==> src/rtl/scan_pkg.sv <==
// rtl/scan_pkg.sv - shared state type and index constants for the scan sequencer
package scan_pkg;
    localparam int IDX_W = 3;
    localparam logic [IDX_W-1:0] IDX_MAX = 3'd7;

    typedef enum logic {
        IDLE = 1'b0,
        RUN  = 1'b1
    } state_e;
endpackage

==> src/rtl/scan_prescaler.sv <==
// rtl/scan_prescaler.sv - dwell divider; pulses step once the count reaches div
module scan_prescaler #(
    parameter int DIV_W = 16
) (
    input  logic             clk,
    input  logic             rst_n,
    input  logic             clr,
    input  logic             en,
    input  logic [DIV_W-1:0] div,
    output logic             step
);
    logic [DIV_W-1:0] cnt_q, cnt_d;

    // >= rather than == so lowering div below the count steps at once instead of rolling over
    always_comb begin
        step  = en && !clr && (cnt_q >= div);
        cnt_d = cnt_q;
        if (clr || step) begin
            cnt_d = '0;
        end else if (en) begin
            cnt_d = cnt_q + 1'b1;
        end
    end

    always_ff @(posedge clk) begin
        if (!rst_n) begin
            cnt_q <= '0;
        end else begin
            cnt_q <= cnt_d;
        end
    end
endmodule

==> src/rtl/scan_sequencer.sv <==
// rtl/scan_sequencer.sv - 3-bit scan index generator with programmable dwell, sweep modes and step/wrap pulses
module scan_sequencer
    import scan_pkg::*;
#(
    parameter int DIV_W = 16
) (
    input  logic             clk,
    input  logic             rst_n,
    input  logic             start,
    input  logic             en,
    input  logic             dir,
    input  logic             mode,
    input  logic [DIV_W-1:0] div,
    output logic             sel_a,
    output logic             sel_b,
    output logic             sel_c,
    output logic             busy,
    output logic             tick,
    output logic             wrap
);
    state_e           state_q, state_d;
    logic [IDX_W-1:0] idx_q, idx_d;
    logic             dir_q, dir_d;
    logic             mode_q, mode_d;
    logic             tick_q, tick_d;
    logic             wrap_q, wrap_d;
    logic             step;

    scan_prescaler #(.DIV_W(DIV_W)) u_prescaler (
        .clk   (clk),
        .rst_n (rst_n),
        .clr   (start || (state_q == IDLE)),
        .en    (en && (state_q == RUN)),
        .div   (div),
        .step  (step)
    );

    always_comb begin
        state_d = state_q;
        idx_d   = idx_q;
        dir_d   = dir_q;
        mode_d  = mode_q;
        tick_d  = 1'b0;
        wrap_d  = 1'b0;
        if (start) begin
            state_d = RUN;
            idx_d   = dir ? IDX_MAX : '0;
            dir_d   = dir;
            mode_d  = mode;
        end else if ((state_q == RUN) && step) begin
            tick_d = 1'b1;
            idx_d  = dir_q ? (idx_q - 1'b1) : (idx_q + 1'b1);
            wrap_d = dir_q ? (idx_q == '0) : (idx_q == IDX_MAX);
            // the natural wrap lands on the sweep's start value, so single mode only needs to stop
            if (wrap_d && mode_q) begin
                state_d = IDLE;
            end
        end
    end

    always_ff @(posedge clk) begin
        if (!rst_n) begin
            state_q <= IDLE;
            idx_q   <= '0;
            dir_q   <= 1'b0;
            mode_q  <= 1'b0;
            tick_q  <= 1'b0;
            wrap_q  <= 1'b0;
        end else begin
            state_q <= state_d;
            idx_q   <= idx_d;
            dir_q   <= dir_d;
            mode_q  <= mode_d;
            tick_q  <= tick_d;
            wrap_q  <= wrap_d;
        end
    end

    assign sel_a = idx_q[2];
    assign sel_b = idx_q[1];
    assign sel_c = idx_q[0];
    assign busy  = (state_q == RUN);
    assign tick  = tick_q;
    assign wrap  = wrap_q;
endmodule
==> config.mk <==
export PLATFORM = sky130hd
export DESIGN_NAME = scan_sequencer
export DESIGN_NICKNAME = d
export VERILOG_FILES = /design/src/rtl/scan_pkg.sv /design/src/rtl/scan_prescaler.sv /design/src/rtl/scan_sequencer.sv
export SDC_FILE = /design/constraint.sdc
export NUM_CORES = 1
export LEC_CHECK = 0
export ABC_AREA = 1
export ABC_CLOCK_PERIOD_IN_PS = 1600
export BUFFER_PORTS_ARGS = -buffer_cell sky130_fd_sc_hd__buf_2
export CELL_PAD_IN_SITES_DETAIL_PLACEMENT = 1
export CELL_PAD_IN_SITES_GLOBAL_PLACEMENT = 1
export CORE_ASPECT_RATIO = 0.75
export CORE_MARGIN = 5
export CORE_UTILIZATION = 36
export DETAILED_ROUTE_END_ITERATION = 6
export PLACE_DENSITY = 0.79
export SYNTH_ARGS = -nofsm -noshare
export SYNTH_HDL_FRONTEND = slang
export SYNTH_SLANG_ARGS = --single-unit
==> constraint.sdc <==
create_clock -name clk -period 1.6 [get_ports clk]
set_input_delay 0 -clock clk [delete_from_list [all_inputs] [get_ports clk]]
set_output_delay 0 -clock clk [all_outputs]
set_load 0.01 [all_outputs]
==> results.cfg <==
[sta]
timing.final.setup_violations = 22
holdWs_ps = 75.5
fin_crit_sh_pct = 114
slew_headroom_pct = 69.9
max_freq_ghz = 0.548
setup_tns_ps = -2840
post-route-min-period_ps = 1820
worst_slack_ps = -224
slew_viol_final = 0
rsz0062_at_grt = yes
worst_pin_slew_ps = 449
fin_worst_skew_ps = 3.28
hold_viol_final = 0

[detailed_routing]
vias = 1549
routedWlPerCell_um = 15.4
via_per_inst = 4.87
drc = 0
drtIter0Drc = 73
wirelength_um = 4900
dr.pass1.iters = 4
detail-route-antenna-nets = 0

[placed_design]
io_buffer_count = 27
routabilityCongestion = 0.743
dp_hpwl_um = 3130

[synthesis]
synth_fp_nets = 245
ys_seq_area_share_pct = 30.8
synth_commonest_cells = nand2_1, inv_1, dfxtp_1, nor2_1, ha_1
yosysUniqueCellTypes = 32
synth_edf_count = 0
synth_top_area_cell = dfxtp_1
netlist_instances = 205
synth_area_sq_um = 1560
ys_ff_latch = 24
postSynthAreaPerCell_sq_um = 7.61
netlist_top_cells_area = dfxtp_1, ha_1, nand2_1
async_flop_share_pct = 0
synth.top_cell.area_share_pct = 30.8
synthFlopType = dfxtp_1
yosys.cell_count.top_type = nand2_1
yosys_warnings = 0

[floorplanning]
chipWidth_um = 86.0
start_util_pct = 37.8
coreArea_sq_um = 4130
die_area_sq_um = 5760
rows = 20
dieHeight_um = 67.0
pin_count = 28

[final_layout]
antenna_cells = 0
utilization_pct = 54.8
drive_gt1_share_pct = 43.7
nets = 304
area_growth_pct = 45.0

[clock_network]
clkLatencyLatePin_ps = 270
root_buffer = clkbuf_8
tritoncts = done
path_clk_slew_ps = 90
numCtsBuffers = 3
clockBufferDepth = 2
h-tree-depth = 1
cts_sinks = 24

[global_route]
grt_max_degree = 15
grt.overflow.total = 0
antenna_found_initial = 0
grt_first_pass_wirelength_um = 8090
grt_pass1_vias = 1760
grt_use_total_pct = 18.3

[worst_setup_path]
path_class = flip-flop to flip-flop
start_kind = flip-flop
worst_setup_path_end_kind = flip-flop
cp_data_required_time_ps = 1760
crit_fanout = 6
worstPathArrival_ps = 1980

[power_and_ir_drop]
p_leak_nw = 1.02
peakVddDrop_mv = 0.356
power_density_nw_per_um2 = 598

[outcome]
status = finished with violations
violations = setup timing

[worst_hold_path]
hp-class = input port to flip-flop

[flow_run]
maxCapViolCount = 0
-- worst paths after layout --
| kind | depth (start not counted) | endpoint | slack [ps] | from |
|---|---|---|---|---|
| min reg2reg | 2 | dir_q$_SDFFE_PN0P_ | 510 | dir_q$_SDFFE_PN0P_ |
| max | 13 | busy$_SDFFE_PN0P_ | -220 | u_prescaler.cnt_q[2]$_SDFFE_PP0P_ |
| max reg2reg | 13 | busy$_SDFFE_PN0P_ | -220 | u_prescaler.cnt_q[2]$_SDFFE_PP0P_ |
| min | 3 | dir_q$_SDFFE_PN0P_ | 80 | dir |
-- critical path, cell delays in order (launching register included) --
cell and delay (ps):
dfxtp_2 350, ha_4 260, nand2_1 70, nor2_2 100, nor2_1 40, nand2_1 90
nand2_2 80, nand2_2 90, nand2_2 60, nand2_2 90, nand2_4 110, buf_4 170
o21ai_2 110, o21ai_0 90
-- routing by layer --
metal  vias up  global-route usage [%]  routed length (um)
met5         -                       0                   0
met4         0                    5.34                  73
met3         8                    3.46                 144
met2        29                    35.6                2620
met1       739                    20.0                2070
li1        773                       -                   -
-- cell usage in the layout, fill, tap and decap left out, drive strengths merged --
master        n
a21o          1
a21oi        14
a31oi         1
buf          52
bufinv        1
clkbuf        3
clkinv        1
dfxtp        24
dlygate4sd3   2
fa            1
ha           17
inv          32
nand2        47
nand3         8
nand4         4
nor2         26
nor3          5
nor3b         1
o21a          1
o21ai         8
o22ai         1
o31ai         1
or2           1
xnor2         3
xor2          8
-- final cells by class --
class | instances | area, sq um
Timing Repair Buffer | 54 | 343
Clock inverter | 1 | 30.0
Sequential cell | 24 | 487
Fill cell | 519 | 1870
Clock buffer | 3 | 41.3
Multi-Input combinational cell | 148 | 1170
Tap cell | 55 | 68.8
Inverter | 33 | 124
-- report_power, final --
part	switching [W]	leakage, nW	internal (W)
clock network	0.000219	0.0357	0.000335
logic	0.000105	0.788	0.0000733
registers	0.0000113	0.197	0.000608
-- through the flow --
step,cell area [sq um],std cells,setup slack [ps],total power [W]
floorplan,1560,205,8.04,0.000718
global placement,1910,307,-122,0.000771
detailed placement,1910,307,-210,0.000778
CTS,2200,317,-142,0.00135
global route,2260,318,-346,0.00141
finish,2260,318,-224,0.00135
-- kinds of logic after synthesis --
family                   after synthesis  share of synthesized area [%]
XOR/XNOR                              11                           6.18
flip-flops                            24                           30.8
AO/OA/AOI/OAI                         27                           9.38
adder cells (fa/ha/maj)               18                           14.9
buffers and inverters                 34                           8.66
AND/OR/NAND/NOR                       91                           30.1
-- registers in the layout, summed over array words and instances (netlist names) --
signal and flops:
u_prescaler.cnt_q 16, idx_q 3, busy 1, dir_q 1, mode_q 1, tick 1
wrap 1
-- what timing repair did --
item / in CTS / in global routing
hold buffers: 2 / 0
buffers inserted: 3 / 1
gates cloned: 1 / 0
endpoints found under the hold margin: 1 / 0
gates resized for setup: 30 / 19
setup endpoints to repair: 21 / 22
pin swaps: 13 / 8
No activity file was read; power rests on OpenSTA's default activity.
